## src/rtl/rf_wb_arbiter.sv

```systemverilog
// Arbitrates the register-file write port between the WB stage and a one-entry
// mul/div result buffer, and tracks registers still waiting on a mul/div result.
module rf_wb_arbiter #(
    parameter int STARVE_LIMIT = 4,
    parameter int DW           = 32
) (
    input  logic          clk,
    input  logic          rst,
    input  logic          wb_we,
    input  logic [4:0]    wb_wn,
    input  logic [DW-1:0] wb_wd,
    input  logic          md_valid,
    input  logic [4:0]    md_wn,
    input  logic [DW-1:0] md_wd,
    output logic          md_ready,
    input  logic          md_issue,
    input  logic [4:0]    md_issue_rn,
    input  logic [4:0]    rn1,
    input  logic [4:0]    rn2,
    output logic          hazard,
    output logic          stall_o,
    output logic          rf_we,
    output logic [4:0]    rf_wn,
    output logic [DW-1:0] rf_wd
);

    typedef enum logic [1:0] {
        S_EMPTY,
        S_HELD,
        S_FORCE
    } state_t;

    state_t        r_state;
    state_t        w_nextState;
    logic [3:0]    r_cnt;
    logic [3:0]    w_nextCnt;
    logic [4:0]    r_bufWn;
    logic [DW-1:0] r_bufWd;
    logic [31:0]   r_busy;
    logic [31:0]   w_nextBusy;
    logic          w_wbEff;
    logic          w_capture;
    logic          w_clr;

    assign w_wbEff = wb_we && (wb_wn != 5'd0);
    assign hazard  = r_busy[rn1] | r_busy[rn2];

    always_comb begin
        w_nextState = r_state;
        w_nextCnt   = r_cnt;
        md_ready    = 1'b0;
        stall_o     = 1'b0;
        rf_we       = w_wbEff;
        rf_wn       = wb_wn;
        rf_wd       = wb_wd;
        w_capture   = 1'b0;
        w_clr       = 1'b0;
        case (r_state)
            S_EMPTY: begin
                md_ready = 1'b1;
                if (md_valid) begin
                    w_capture   = 1'b1;
                    w_nextState = S_HELD;
                end
            end
            S_HELD: begin
                // A buffered r0 result is dropped at once; WB keeps the port.
                if (r_bufWn == 5'd0) begin
                    w_nextState = S_EMPTY;
                    w_nextCnt   = 4'd0;
                end else if (!w_wbEff) begin
                    rf_we       = 1'b1;
                    rf_wn       = r_bufWn;
                    rf_wd       = r_bufWd;
                    w_clr       = 1'b1;
                    w_nextState = S_EMPTY;
                    w_nextCnt   = 4'd0;
                end else if (wb_wn == r_bufWn) begin
                    w_clr       = 1'b1;
                    w_nextState = S_EMPTY;
                    w_nextCnt   = 4'd0;
                end else begin
                    w_nextCnt = r_cnt + 4'd1;
                    if (r_cnt + 4'd1 == 4'(STARVE_LIMIT)) begin
                        w_nextState = S_FORCE;
                    end
                end
            end
            S_FORCE: begin
                rf_we       = (r_bufWn != 5'd0);
                rf_wn       = r_bufWn;
                rf_wd       = r_bufWd;
                stall_o     = 1'b1;
                w_clr       = 1'b1;
                w_nextState = S_EMPTY;
                w_nextCnt   = 4'd0;
            end
            default: begin
                w_nextState = S_EMPTY;
                w_nextCnt   = 4'd0;
            end
        endcase
    end

    // Set is applied after clear so a same-cycle reissue of r keeps it busy.
    always_comb begin
        w_nextBusy = r_busy;
        if (w_clr) begin
            w_nextBusy[r_bufWn] = 1'b0;
        end
        if (md_issue && (md_issue_rn != 5'd0)) begin
            w_nextBusy[md_issue_rn] = 1'b1;
        end
        w_nextBusy[0] = 1'b0;
    end

    always_ff @(posedge clk or posedge rst) begin
        if (rst) begin
            r_state <= S_EMPTY;
            r_cnt   <= 4'd0;
            r_bufWn <= 5'd0;
            r_bufWd <= '0;
            r_busy  <= 32'd0;
        end else begin
            r_state <= w_nextState;
            r_cnt   <= w_nextCnt;
            r_busy  <= w_nextBusy;
            if (w_capture) begin
                r_bufWn <= md_wn;
                r_bufWd <= md_wd;
            end
        end
    end

endmodule
```

## config.mk

```make
export PLATFORM = sky130hd
export DESIGN_NAME = rf_wb_arbiter
export DESIGN_NICKNAME = d
export VERILOG_FILES = /design/src/rtl/rf_wb_arbiter.sv
export SDC_FILE = /design/constraint.sdc
export NUM_CORES = 1
export LEC_CHECK = 0
export BUFFER_PORTS_ARGS = -buffer_cell sky130_fd_sc_hd__buf_2
export CAP_MARGIN = 20
export CORE_AREA = 2 2 101 103
export DETAILED_ROUTE_END_ITERATION = 6
export DIE_AREA = 0 0 103 105
export GPL_TIMING_DRIVEN = 0
export PLACE_DENSITY = 0.8
export SLEW_MARGIN = 20
export SYNTH_ARGS = -nofsm -noshare
export SYNTH_HDL_FRONTEND = slang
export SYNTH_SLANG_ARGS = --single-unit
```

## constraint.sdc

```tcl
create_clock -name clk -period 3.5 [get_ports clk]
set_clock_uncertainty 0.1 [all_clocks]
set_input_delay 1.05 -clock clk [delete_from_list [all_inputs] [get_ports clk]]
set_output_delay 1.05 -clock clk [all_outputs]
set_load 0.05 [all_outputs]
```

==> metrics.txt <==
outcome=finished with violations; failing checks=design-rule violations, negative setup slack; ys flop type=dfrtp_1; fin crit period=4.097 ns; die area=10820 sq um; Die W=103 um; yosys warns=0; hold wc startpoint=r_cnt[3]$_DFFE_PP0N_; most frequent cells in the layout=86 x buf_2, 74 x dfrtp_1, 48 x a21oi_1; Tcrit/Tclk final=1.171; antenna viol nets, final=0; initial antenna violation count=1; Reg2Reg Depth=5; GPL Wtd Cong=0.8508; core area=9639 sq um; IO Port Bufs=126; total power=6.139 mW; Critical Path RT=2.35 ns; crit path DAT=2.95 ns; Hold Crit Depth=1; GRT Resource Usage Total=0.3022; CP endpoint kind=output port; Max clock buf depth=2; fraction of layout cells with a size suffix above 1=0.4819; CTS sink cnt=74; Num CTS Buffers=9; Net Count, Synth=521; Yosys cell types=47; Final HPWL DP=9938 um; GRT met3 Usage=0.06957; met1 Track Usage GR=0.3485; Worst Hold Path EP=r_cnt[3]$_DFFE_PP0N_; Die Span Y=105 um; final wirelength=17230 um; commonest non-fill, non-tap cell in the layout=buf_2; Clk Latency, worst-skew pair=0.37 ns; Fin Setup TNS=-19.85 ns; max-slew violation count=0; Final nets=672; worst-margin pin slew=0.8004 ns; GRT overflow=0; Achievable Freq=0.2441 GHz; Via Count=4418; H-tree level count=3; P_leak=2.884 nW; CTS root buf=clkbuf_8; worst setup margin=-0.5968 ns; number of synthesized flops with an enable pin=0; Post-Layout Cell Count=713; RSZ-0062 raised after global routing=yes; clock-pin slew on the worst setup and hold paths=0.07 ns; Post-synth ARST share=1.000; IR Drop Worst-Case VDD=0.0006965 V; Avg WL per Cell=24.16 um; post-synthesis sequential area ratio=0.4165; Cells after Synth=423; met2 Use GR=0.5269; Detailed Route Iter0 Violations=383; FF+latch area=1852 sq um; drc violations=3; area of the multi-input gates=2754 sq um; r2r endpoint=r_bufWd[20]$_DFFE_PP0P_; r2r setup slk=1.07 ns; Final setup viols=39; FILL cells=653; IO Pins=135; first-pass GRT wire length=24630 um; crit path kind=input pin to output port; 1st-pass router iterations=7; Netlist Area Pre-Place=4446 sq um; R2R Path Start=r_state[1]$_DFFE_PP0P_; # Max-Cap Violations=0; worst hold path type=flop to flop; Power Density=943.7 nW/um^2; Avg Cell Area, Syn=10.51 sq um; CTS tree=yes; initial core utilization=0.4612; FP Rows=36; vias in the first global route=4586; DP Cell Count=683; CP startpoint kind=input pin; critical path peak fanout=6; Area Growth Syn to Fin=46.33%; Fin. Hold Viols=0; largest net degree at the start of global routing=41; worst rel slew slack=0.4652; #FFs+latches synth=74; GRT Max-Usage Layer=met2; vias per cell=6.196; CTS hold repair buffers=0
synthesized netlist by cell type, types with 4 or more instances:
library cell | count | area, sq um
mux4_2 | 13 | 292.8
nor2_1 | 19 | 71.32
nand3_1 | 4 | 20.02
a41oi_1 | 16 | 140.1
and2_1 | 5 | 31.28
xnor2_1 | 5 | 43.79
a21oi_1 | 49 | 245.2
ha_1 | 4 | 50.05
nor3b_1 | 9 | 67.56
o211ai_1 | 6 | 45.04
mux2_2 | 40 | 450.4
dfrtp_1 | 74 | 1852
mux2i_1 | 5 | 50.05
a22o_1 | 37 | 324.1
clkbuf_1 | 20 | 75.07
nor3_1 | 4 | 20.02
a31oi_1 | 5 | 31.28
inv_1 | 7 | 26.28
nand2_1 | 40 | 150.1
buf_6 | 8 | 90.09
power breakdown:
group / leakage [nW] / internal, mW / switching [mW]
sequential: 0.873 / 1.25 / 0.380
clock: 0.129 / 0.545 / 0.348
combinational: 1.88 / 1.62 / 1.99
total: 2.88 / 3.42 / 2.72
per-layer routing:
| layer | part of all wire | wire [um] |
|---|---|---|
| met1 | 0.35 | 6098 |
| met2 | 0.52 | 8879 |
| met3 | 0.081 | 1398 |
| met4 | 0.049 | 849 |
| met5 | 0 | 0 |
kinds of logic after synthesis:
group	share of synthesized area
compound gates	0.2122
fa+ha+maj	0.01126
mux	0.1784
flops	0.4166
buf+inv	0.05066
xor+xnor	0.009850
simple gates	0.1210
worst max-delay path, cell delays in order:
cell and delay (ns):
buf_8 0.10, or4_4 0.56, o21a_4 0.25, nor2b_2 0.10, o21a_1 0.16, buf_6 0.18
buf_12 0.12, buf_12 0.11, a22o_4 0.15, buf_8 0.14
flip-flops by register name, summed over array words and instances, names as in the netlist:
register	cells
r_busy	31
r_bufWd	32
r_cnt	4
r_bufWn	5
r_state	2
through the flow:
stage | util | cell area [sq um] | worst slack, ns | hold WS [ns]
CTS | 0.6611 | 6372 | -0.4722 | 0.4389
global route | 0.6748 | 6505 | -0.6104 | 0.4643
floorplan | - | 4801 | -0.1921 | 0.3789
global placement | 0.5807 | 5598 | -0.5986 | 0.4005
detailed placement | 0.5831 | 5620 | -0.5968 | 0.4210
finish | 0.6748 | 6505 | -0.5968 | 0.4444
how the worst max path moves through the flow:
stage | start | end | slack (ns)
2_1_floorplan | rn1[0] | hazard | -0.19
3_3_place_gp | wb_wn[4] | rf_wn[4] | -0.60
3_5_place_dp | wb_wn[4] | rf_wn[4] | -0.60
4_1_cts | wb_wn[1] | rf_wd[0] | -0.47
5_1_grt | wb_wn[1] | rf_wd[0] | -0.61
6_report | wb_wn[1] | rf_wd[0] | -0.60
final cells by class:
type | instances | area share
inverter | 7 | 0.004424
buffer | 35 | 0.04232
clock buffer | 9 | 0.01904
timing repair buffer | 139 | 0.1785
tap | 133 | 0.02558
antenna | 1 | 0.0003847
clock inverter | 7 | 0.02174
sequential | 74 | 0.2847
multi-input combinational | 308 | 0.4234
what timing repair did:
item	4_1_cts	5_1_grt
pin swaps	6	6
setup endpoints to repair	39	39
buffers inserted	8	5
hold endpoints to repair	0	0
gates cloned	2	0
resized for setup	111	38
No activity file was read; power rests on OpenSTA's default activity.
